### config.mk
export PLATFORM = sky130hd
export DESIGN_NAME = sequence_generator
export DESIGN_NICKNAME = d
export VERILOG_FILES = /design/src/rtl/sequence_pkg.sv /design/src/rtl/sequence_generator.sv
export SDC_FILE = /design/constraint.sdc
export NUM_CORES = 1
export LEC_CHECK = 0
export ABC_CLOCK_PERIOD_IN_PS = 2850
export CAP_MARGIN = 20
export CORE_AREA = 5 5 57 72
export CTS_BUF_LIST = sky130_fd_sc_hd__clkbuf_8
export CTS_CLUSTER_SIZE = 25
export DETAILED_ROUTE_END_ITERATION = 10
export DIE_AREA = 0 0 62 77
export SLEW_MARGIN = 40
export SYNTH_ARGS = -nofsm -noshare
export SYNTH_HDL_FRONTEND = slang
export SYNTH_SLANG_ARGS = --single-unit
### constraint.sdc
create_clock -name clk -period 2.85 [get_ports clk]
set_input_delay 0.57 -clock clk [delete_from_list [all_inputs] [get_ports clk]]
set_output_delay 0.57 -clock clk [all_outputs]
set_load 0.02 [all_outputs]
### src/rtl/sequence_pkg.sv
// Shared definitions for the framed serial sequence generator and the
// five-ones detector used to watch its output stream.
package sequence_pkg;

    localparam int PREAMBLE_LEN_DEF = 5;
    localparam int DATA_W_DEF       = 8;

    typedef enum logic [2:0] {
        ST_IDLE     = 3'd0,
        ST_PREAMBLE = 3'd1,
        ST_GUARD    = 3'd2,
        ST_DATA     = 3'd3,
        ST_STUFF    = 3'd4,
        ST_STOP     = 3'd5
    } seq_state_e;

    localparam int DET_RUN_W = 4;

    typedef struct packed {
        logic                 hit;
        logic [DET_RUN_W-1:0] run;
    } det_step_t;

    function automatic int max_int(input int a, input int b);
        return (a > b) ? a : b;
    endfunction

    // Five-ones detector: hit fires on the bit that completes a run of
    // PREAMBLE_LEN_DEF ones; the run saturates so longer runs fire once.
    function automatic det_step_t ones_detect_step(input logic [DET_RUN_W-1:0] run,
                                                   input logic                 b);
        det_step_t r;
        r.run = b ? ((run == '1) ? run : run + 1'b1) : '0;
        r.hit = b && (run == DET_RUN_W'(PREAMBLE_LEN_DEF - 1));
        return r;
    endfunction

endpackage

### src/rtl/sequence_generator.sv
// Frames each accepted word as preamble, guard, MSB-first payload with
// zero-stuffing after long runs of ones, and a stop bit.
module sequence_generator
    import sequence_pkg::*;
#(
    parameter int PREAMBLE_LEN = PREAMBLE_LEN_DEF,
    parameter int DATA_W       = DATA_W_DEF
) (
    input  logic              clk,
    input  logic              rstb,
    input  logic [DATA_W-1:0] in_data,
    input  logic              in_valid,
    output logic              in_ready,
    output logic              out,
    output logic              tx_active,
    output logic              frame_done
);

    localparam int CNT_MAX = max_int(PREAMBLE_LEN, DATA_W);
    localparam int CNT_W   = $clog2(CNT_MAX + 1);
    localparam int RUN_W   = max_int($clog2(PREAMBLE_LEN), 1);

    seq_state_e        state_q, state_d;
    logic [CNT_W-1:0]  cnt_q, cnt_d;
    logic [RUN_W-1:0]  run_q, run_d;
    logic [RUN_W-1:0]  run_inc;
    logic [DATA_W-1:0] shreg_q, shreg_d;
    logic              out_q, out_d;
    logic              tx_active_q, tx_active_d;
    logic              frame_done_q, frame_done_d;
    logic              accept;

    assign in_ready = (state_q == ST_IDLE) || (state_q == ST_STOP);
    assign accept   = in_valid && in_ready;

    // State register
    always_ff @(posedge clk) begin
        if (!rstb) begin
            state_q      <= ST_IDLE;
            cnt_q        <= '0;
            run_q        <= '0;
            shreg_q      <= '0;
            out_q        <= 1'b0;
            tx_active_q  <= 1'b0;
            frame_done_q <= 1'b0;
        end else begin
            state_q      <= state_d;
            cnt_q        <= cnt_d;
            run_q        <= run_d;
            shreg_q      <= shreg_d;
            out_q        <= out_d;
            tx_active_q  <= tx_active_d;
            frame_done_q <= frame_done_d;
        end
    end

    // Next-state logic; cnt_q counts preamble cycles, then payload bits sent
    always_comb begin
        state_d = state_q;
        cnt_d   = cnt_q;
        run_d   = run_q;
        shreg_d = shreg_q;
        run_inc = run_q + 1'b1;
        case (state_q)
            ST_IDLE, ST_STOP: begin
                run_d = '0;
                cnt_d = '0;
                if (accept) begin
                    state_d = ST_PREAMBLE;
                    shreg_d = in_data;
                end else begin
                    state_d = ST_IDLE;
                end
            end
            ST_PREAMBLE: begin
                if (cnt_q == CNT_W'(PREAMBLE_LEN - 1)) begin
                    state_d = ST_GUARD;
                    cnt_d   = '0;
                end else begin
                    cnt_d = cnt_q + 1'b1;
                end
            end
            ST_GUARD: begin
                state_d = ST_DATA;
                cnt_d   = '0;
                run_d   = '0;
            end
            ST_DATA: begin
                shreg_d = shreg_q << 1;
                run_d   = shreg_q[DATA_W-1] ? run_inc : '0;
                if (cnt_q == CNT_W'(DATA_W - 1)) begin
                    // Stop bit is a zero, so a run ending here needs no stuff bit
                    state_d = ST_STOP;
                    cnt_d   = '0;
                    run_d   = '0;
                end else begin
                    cnt_d = cnt_q + 1'b1;
                    if (shreg_q[DATA_W-1] && (run_inc == RUN_W'(PREAMBLE_LEN - 1))) begin
                        state_d = ST_STUFF;
                        run_d   = '0;
                    end
                end
            end
            ST_STUFF: begin
                state_d = ST_DATA;
            end
            default: begin
                state_d = ST_IDLE;
                cnt_d   = '0;
                run_d   = '0;
                shreg_d = '0;
            end
        endcase
    end

    // Outputs are decoded from the upcoming state so they register with it
    always_comb begin
        out_d        = 1'b0;
        tx_active_d  = 1'b0;
        frame_done_d = 1'b0;
        case (state_d)
            ST_PREAMBLE: begin
                out_d       = 1'b1;
                tx_active_d = 1'b1;
            end
            ST_GUARD, ST_STUFF: begin
                tx_active_d = 1'b1;
            end
            ST_DATA: begin
                out_d       = shreg_d[DATA_W-1];
                tx_active_d = 1'b1;
            end
            ST_STOP: begin
                tx_active_d  = 1'b1;
                frame_done_d = 1'b1;
            end
            default: begin
                out_d = 1'b0;
            end
        endcase
    end

    assign out        = out_q;
    assign tx_active  = tx_active_q;
    assign frame_done = frame_done_q;

endmodule
==> results.cfg, run 1 <==
[sta]
fin_crit_sh = 0.799
tightestPinTransition_ns = 0.516
relSlewSlack = 0.654
final-hold-violation-count = 0
setup_violations = 0
slew_viol_final = 0
max_freq_ghz = 0.439
grt_setup_unrepaired = false
tns_ns = 0
min_period_ns = 2.28
whs_ns = 0.488
skew_ns = 0.00419

[clocking]
htreeDepth = 1
ctsHoldBuffers = 0
cts_tree = built
cts_sinks = 21
clk_latency_ns = 0.26
clk_pin_slew_ns = 0.08
cts_resized = 0
cts_setup_buffers = 0
cts_buffers = 3
clockRootBuffer = clkbuf_8
cts_buffer_depth = 2

[grt]
grt_max_degree = 18
grt_pass1_vias = 956
grt-ovfl-total = 0
antenna_found_initial = 0
grt_pass1_wl_um = 4130
track_usage = 0.113

[detailed_routing]
top_layer_used = met4
wl_um = 2510
dr.pass1.iters = 4
first_iter_violations = 19
wl_per_cell_um = 13.9
met3_wirelength_um = 127
ant_nets = 0
via_count = 989
dr_wl_met2_um = 1220
drc_errors = 0
avgViaCountPerCell = 5.49
wl_met1_um = 1120

[final_layout]
drive_above_1_share = 0.0922
regArea_um2 = 420
area_growth_syn_to_layout_pct = 18.3
instances_no_fill = 180
final_common_cell = dfxtp_1
finish.utilization = 0.396
nFillCells = 362
final_cell_mix = dfxtp_1, clkdlybuf4s50_1, a21oi_1, nand3_1, nor2_1
finalNetCount = 157
antennaDiodeCount = 0
multiInputGateArea_um2 = 632

[run]
drv_cap = 0

[worst_setup_path]
cp-start-kind = flip-flop
worst_ep_required_time_ns = 2.28
crit_chain = xor2_1, nor2_2, clkdlybuf4s50_1
crit_path_end_kind = output pin
path_class = flip-flop to output pin
arrival_ns = 1.71
cp_max_fo = 8
slowest_delay_ns = 0.67
cp_slowest_cell = clkdlybuf4s50_1

[status]
outcome = complete, no violations

[die]
fp-row-count = 24
die_area_um2 = 4770
die_y_um = 77
start_util = 0.335
core-area_um2 = 3360
io_pins = 15
die_w_um = 62

[logic_synthesis]
synth_flop_cell = dfxtp_1
synth-seq-cells = 21
yosysWarnings = 0
synth_cell_type_count = 40
yosysTopAreaCell = dfxtp_1
synth_area_leaders = dfxtp_1, a21oi_1, a32oi_1, nand3_1, ha_1
syn-num-nets = 143
synth-edff-count = 0
ys_seq_area_frac = 0.373
synth_area_um2 = 1130
netlist.area_leader.share = 0.373
post_synth.cell_area_avg_um2 = 8.80
synthArstFlopShare = 0
synth_cells = 128

[placed_design]
place_inst = 176
gp_congestion = 0.848
io_buffers = 14
hpwl_um = 1820

[pwr]
ir_drop_uv = 295
p_leak_nw = 0.468
power_per_cell_area_nw_per_um2 = 439

[min_path]
hold_path.class = flip-flop to flip-flop
layer usage:
layer | vias up | GRT usage
li1 | 503 | -
met5 | - | 0
met3 | 5 | 0.0252
met4 | 0 | 0.0510
met1 | 450 | 0.139
met2 | 31 | 0.178
critical path, delay by kind of cell (launching register included):
kind          cells  cell delay (ns)
flops             1             0.33
buf+inv           1             0.67
simple gates      1             0.27
xor+xnor          1             0.18
stage by stage:
stage          instance area [µm²]  total power [mW]  worst slack, ns
5_1_grt                       1330             0.612            0.501
6_report                      1330             0.585            0.572
3_5_place_dp                  1290             0.392            0.706
4_1_cts                       1330             0.586            0.561
3_3_place_gp                  1290             0.390            0.768
2_1_floorplan                 1130             0.362             1.23
Yosys cell counts, types with 3 or more instances:
cell and instances:
o21ai_1 3, dfxtp_1 21, a21oi_1 13, nand3_1 11, nor2b_1 5, nor2_1 9, nand2_1 4, clkbuf_1 3
inv_1 4, ha_1 4, a211oi_1 4, a32oi_1 7, nand3b_1 3, o21ai_0 3
power by group:
part | leakage (nW) | switching, mW | internal [mW] | total, mW
combinational | 0.271 | 0.0379 | 0.0364 | 0.0743
clock | 0.0255 | 0.102 | 0.0975 | 0.200
sequential | 0.172 | 0.00673 | 0.304 | 0.311
total | 0.468 | 0.147 | 0.438 | 0.585
final cells by class:
class / count / area share
timing repair buffer: 18 / 0.128
clock buffer: 3 / 0.0310
sequential: 21 / 0.315
clock inverter: 1 / 0.00376
inverter: 4 / 0.0113
multi-input combinational: 94 / 0.474
tap: 39 / 0.0366
worst paths after layout:
kind	from	end	slack, ns	depth (start not counted)
max	state_q[0]	in_ready	0.57	3
max reg2reg	state_q[2]	cnt_q[3]	1.24	5
min	shreg_q[0]	shreg_q[0]	0.49	2
min reg2reg	shreg_q[0]	shreg_q[0]	0.49	2
sequential cells by signal (all words and copies together) (netlist names):
register and count:
cnt_q 4, frame_done 1, out 1, run_q 3, shreg_q 8, state_q 3
tx_active 1
cells by family after synthesis:
group | synth area share
simple gates | 0.254
buf+inv | 0.0655
flops | 0.373
fa+ha+maj | 0.0444
xor+xnor | 0.00778
compound gates | 0.227
mux | 0.0278
No activity file was read; power rests on OpenSTA's default activity.
==> run 2, diff against run 1 <==
--- a/config.mk
+++ b/config.mk
@@ -5,7 +5,7 @@
 export SDC_FILE = /design/constraint.sdc
 export NUM_CORES = 1
 export LEC_CHECK = 0
-export ABC_CLOCK_PERIOD_IN_PS = 2850
+export ABC_CLOCK_PERIOD_IN_PS = 2140
 export CAP_MARGIN = 20
 export CORE_AREA = 5 5 57 72
 export CTS_BUF_LIST = sky130_fd_sc_hd__clkbuf_8
==> constraint.sdc (replaced) <==
create_clock -name clk -period 2.14 [get_ports clk]
set_input_delay 0.428 -clock clk [delete_from_list [all_inputs] [get_ports clk]]
set_output_delay 0.428 -clock clk [all_outputs]
set_load 0.02 [all_outputs]
==> run 2 against run 1 <==
Net effect:
- non-clock buffer count is 1 higher
- worst setup slack worse by 0.27 ns
- power is 31% higher
- sequential share of layout area is 0.12 points lower
- clock-buffer cell count stayed put
- sequential cell count stayed put
- via count is 1.5% higher
- largest power group unchanged
==> results.cfg, run 2 (synthesized netlist as in run 1, its figures left out) <==
[status]
outcome = complete, no violations

[grt]
antenna_found_initial = 0
grt_pass1_wl_um = 4130
grt.busiest_layer = met2
grt-ovfl-total = 0
track_usage = 0.109
grt_util_met2 = 0.188
met1_usage = 0.127
grt_pass1_vias = 1026
grt_max_degree = 18
use_met3 = 0.0252

[worst_setup_path]
cp_max_fo = 8
arrival_ns = 1.41
cp_slowest_cell = dlygate4sd2_1
slowest_delay_ns = 0.38
crit_path_end_kind = output pin
crit_chain = xor2_1, nor2_2, dlygate4sd2_1
cp-start-kind = flip-flop
timing.critical_path.buf_inv = 1
path_class = flip-flop to output pin
cp_top_family = buffers and inverters
worst_ep_required_time_ns = 1.71

[placed_design]
gp_congestion = 0.876
pre_cts_ws_ns = 0.131
postPlaceCellArea_um2 = 1290
place_inst = 177
hpwl_um = 1820
io_buffers = 14

[clocking]
cts_buffers = 3
clk_pin_slew_ns = 0.07
cts_buffer_depth = 2
ctsHoldBuffers = 0
cts_tree = built
clockRootBuffer = clkbuf_8
clk_latency_ns = 0.25
cts_sinks = 21
htreeDepth = 1

[final_layout]
drive_above_1_share = 0.0915
final_cell_mix = dfxtp_1, a21oi_1, clkdlybuf4s50_1, nand3_1, nor2_1
instances_no_fill = 181
antennaDiodeCount = 0
top_register = shreg_q
regArea_um2 = 420
largestRegisters = shreg_q x8, cnt_q x4
largest_register_ffs = 8
finalNetCount = 158
multiInputGateArea_um2 = 632
nFillCells = 359
area_growth_syn_to_layout_pct = 18.8
final_common_cell = dfxtp_1
finish.utilization = 0.398
design_area_um2 = 1340

[detailed_routing]
drc_errors = 0
avgViaCountPerCell = 5.55
wl_um = 2440
wl_per_cell_um = 13.5
dr.pass1.iters = 4
first_iter_violations = 23
via_count = 1004
ant_nets = 0

[sta]
fin_crit_sh = 0.861
tns_ns = 0
setup_ws_ns = 0.298
whs_ns = 0.480
slew_viol_final = 0
skew_ns = 0.00254
relSlewSlack = 0.670
grt_setup_unrepaired = false
min_period_ns = 1.84
max_freq_ghz = 0.543
final-hold-violation-count = 0
tightestPinTransition_ns = 0.492
setup_violations = 0

[pwr]
power_mw = 0.763
switchingPower_mw = 0.182
power.share.clock = 0.328
seqPwrFrac = 0.541
ir_drop_uv = 290
combPwrFrac = 0.130
p_leak_nw = 0.475
power_per_cell_area_nw_per_um2 = 571
netSwitchingFraction = 0.239
internal_power_mw = 0.581

[min_path]
hold_path.class = flip-flop to flip-flop

[die]
core-area_um2 = 3360
die_area_um2 = 4770
start_util = 0.335
die_w_um = 62
io_pins = 15
fp-row-count = 24
die_y_um = 77

[run]
drv_cap = 0
[run 2: changes by cell type in the layout (fill, tap and decap cells not counted)]
cell,change
clkinv_2,-1
clkdlybuf4s50_1,-1
inv_1,+1
dlygate4sd2_1,+1
buf_4,+1
[run 2: worst min-delay path, stage by stage (launching register included)]
cell and delay (ns):
dfxtp_1 0.31, nand3_1 0.06, a21oi_1 0.06
[run 2: final cells by class]
| class | instances | area share |
|---|---|---|
| Clock inverter | 1 | 0.00281 |
| Clock buffer | 3 | 0.0309 |
| Sequential cell | 21 | 0.314 |
| Tap cell | 39 | 0.0365 |
| Inverter | 4 | 0.0112 |
| Timing Repair Buffer | 19 | 0.132 |
| Multi-Input combinational cell | 94 | 0.472 |
[run 2: per-layer routing]
layer / part of all wire / vias to the layer above
met4: 0.0086 / 0
met1: 0.42 / 465
met2: 0.52 / 33
li1: - / 504
met5: 0 / -
met3: 0.054 / 2
[run 2: what timing repair did]
action | in CTS | in global routing
setup buffers | 0 | 0
endpoints found under the setup margin | 1 | 0
gates resized for setup | 1 | 0
[run 2: power groups by stage]
stage                     clock (mW)  combinational, mW  sequential, mW
after floorplan                    0             0.0589           0.423
after global placement             0             0.0985           0.422
after detailed placement           0              0.100           0.423
after CTS                      0.257             0.0995           0.413
after global routing           0.270              0.110           0.415
final                          0.251             0.0994           0.413
[run 2: worst paths after layout]
path / from / end / slack (ns) / depth (start not counted)
max: state_q[0] / in_ready / 0.30 / 3
min: shreg_q[0] / shreg_q[0] / 0.48 / 2
max reg2reg: state_q[2] / cnt_q[3] / 0.53 / 5
min reg2reg: shreg_q[0] / shreg_q[0] / 0.48 / 2
==> run 3, diff against run 2 <==
--- a/config.mk
+++ b/config.mk
@@ -7,11 +7,16 @@
 export LEC_CHECK = 0
 export ABC_CLOCK_PERIOD_IN_PS = 2140
 export CAP_MARGIN = 20
+export CELL_PAD_IN_SITES_DETAIL_PLACEMENT = 0
+export CELL_PAD_IN_SITES_GLOBAL_PLACEMENT = 2
 export CORE_AREA = 5 5 57 72
 export CTS_BUF_LIST = sky130_fd_sc_hd__clkbuf_8
+export CTS_CLUSTER_DIAMETER = 200
 export CTS_CLUSTER_SIZE = 25
 export DETAILED_ROUTE_END_ITERATION = 10
 export DIE_AREA = 0 0 62 77
+export DONT_BUFFER_PORTS = 1
+export PLACE_DENSITY_LB_ADDON = 0.1
 export SLEW_MARGIN = 40
 export SYNTH_ARGS = -nofsm -noshare
 export SYNTH_HDL_FRONTEND = slang
==> run 3 against run 2 <==
Net effect:
- final area fell by 12%
- combinational power shrank 42%
- fmax is 7.7% lower
- sequential share of layout area rose by 4.6 points
- critical path type unchanged
- largest cell class unchanged
- largest power group unchanged
==> results.cfg, run 3 (synthesized netlist as in run 1, its figures left out) <==
[sta]
min_period_ns = 1.99
max_freq_ghz = 0.501
whs_ns = 0.293
slew_viol_final = 0
tightestPinTransition_ns = 0.614
final-hold-violation-count = 0
tns_ns = 0
grt_setup_unrepaired = false
relSlewSlack = 0.590
skew_ns = 0.00742
setup_violations = 0
fin_crit_sh = 0.932

[detailed_routing]
first_iter_violations = 26
wl_per_cell_um = 15.4
avgViaCountPerCell = 5.60
ant_nets = 0
drc_errors = 0
via_count = 913
wl_um = 2520
dr.pass1.iters = 4

[pwr]
internal_power_mw = 0.559
power_mw = 0.744
switchingPower_mw = 0.184
p_leak_nw = 0.398
seqPwrFrac = 0.569
power_per_cell_area_nw_per_um2 = 635
ir_drop_uv = 279
netSwitchingFraction = 0.248
combPwrFrac = 0.078
power.share.clock = 0.353

[die]
die_w_um = 62
fp-row-count = 24
die_y_um = 77
io_pins = 15
core-area_um2 = 3360
die_area_um2 = 4770
start_util = 0.335

[final_layout]
antennaDiodeCount = 0
design_area_um2 = 1170
final_common_cell = dfxtp_1
finish.utilization = 0.348
largest_register_ffs = 8
area_growth_syn_to_layout_pct = 4.00
nFillCells = 377
final_cell_mix = dfxtp_1, a21oi_1, nand3_1, nor2_1, a32oi_1
drive_above_1_share = 0.0887
largestRegisters = shreg_q x8, cnt_q x4
finalNetCount = 140
top_register = shreg_q

[status]
outcome = complete, no violations

[clocking]
htreeDepth = 1
clockRootBuffer = clkbuf_8
cts_buffer_depth = 2
ctsHoldBuffers = 0
cts_sinks = 21
cts_buffers = 3
clk_latency_ns = 0.26
cts_tree = built
clk_pin_slew_ns = 0.08

[placed_design]
postPlaceCellArea_um2 = 1120
io_buffers = 0
hpwl_um = 1840
gp_congestion = 0.871

[min_path]
hold_depth = 2
hold_path.class = input port to flip-flop

[run]
drv_cap = 0

[grt]
grt_max_degree = 19
grt-ovfl-total = 0
antenna_found_initial = 0
track_usage = 0.112
grt_pass1_vias = 880
grt_pass1_wl_um = 3970

[worst_setup_path]
worst_ep_required_time_ns = 1.71
cp_slowest_cell = dfxtp_1
crit_chain = xor2_1, nor2_2
cp_top_family = flip-flops
crit_path_end_kind = output pin
crit_cells = 2
r2r_cells = 4
cp-start-kind = flip-flop
slowest_delay_ns = 0.67
timing.critical_path.buf_inv = 0
path_class = flip-flop to output pin
arrival_ns = 1.57
cp_max_fo = 18
==> run 3: through the flow <==
| step | std cells | setup WS, ns |
|---|---|---|
| 2_1_floorplan | 128 | 0.662 |
| 3_3_place_gp | 159 | 0.439 |
| 3_5_place_dp | 159 | 0.381 |
| 4_1_cts | 163 | 0.0702 |
| 5_1_grt | 163 | 0.0109 |
| 6_report | 163 | 0.145 |
==> run 3: area by class of cell <==
class | count | area [µm²] | area share
multi-input cells | 94 | 632 | 0.540
flip-flops and latches | 21 | 422 | 0.360
well taps | 39 | 48.8 | 0.0417
clock buffers | 3 | 41.3 | 0.0353
inverters | 4 | 15.0 | 0.0128
repair buffers | 1 | 7.51 | 0.00641
clock inverters | 1 | 5.00 | 0.00427
==> run 3: power by group through the flow <==
| stage | Clock [mW] | Combinational [mW] | Sequential (mW) |
|---|---|---|---|
| floorplan | 0 | 0.0589 | 0.423 |
| global placement | 0 | 0.0598 | 0.432 |
| detailed placement | 0 | 0.0593 | 0.432 |
| CTS | 0.280 | 0.0595 | 0.423 |
| global route | 0.296 | 0.0665 | 0.426 |
| finish | 0.262 | 0.0581 | 0.423 |
==> run 3: path summary, 6_finish.rpt <==
check	start	to	slack (ns)
hold reg to reg	shreg_q[0]	shreg_q[0]	0.48
setup reg to reg	state_q[1]	cnt_q[3]	0.37
hold / removal	rstb	state_q[2]	0.29
setup / recovery	state_q[2]	in_ready	0.15
==> run 3: what timing repair did <==
action	CTS	global route
endpoints found under the setup margin	0	1
setup buffers	0	0
resized for setup	0	1
==> run 3: metal layers <==
layer | GRT usage | vias to the layer above | part of all wire | wire (µm)
met5 | 0 | - | 0 | 0
met4 | 0.0552 | 0 | 0.0091 | 23
met3 | 0.0353 | 2 | 0.037 | 92
met2 | 0.184 | 11 | 0.52 | 1320
met1 | 0.123 | 431 | 0.43 | 1080
li1 | - | 469 | - | -
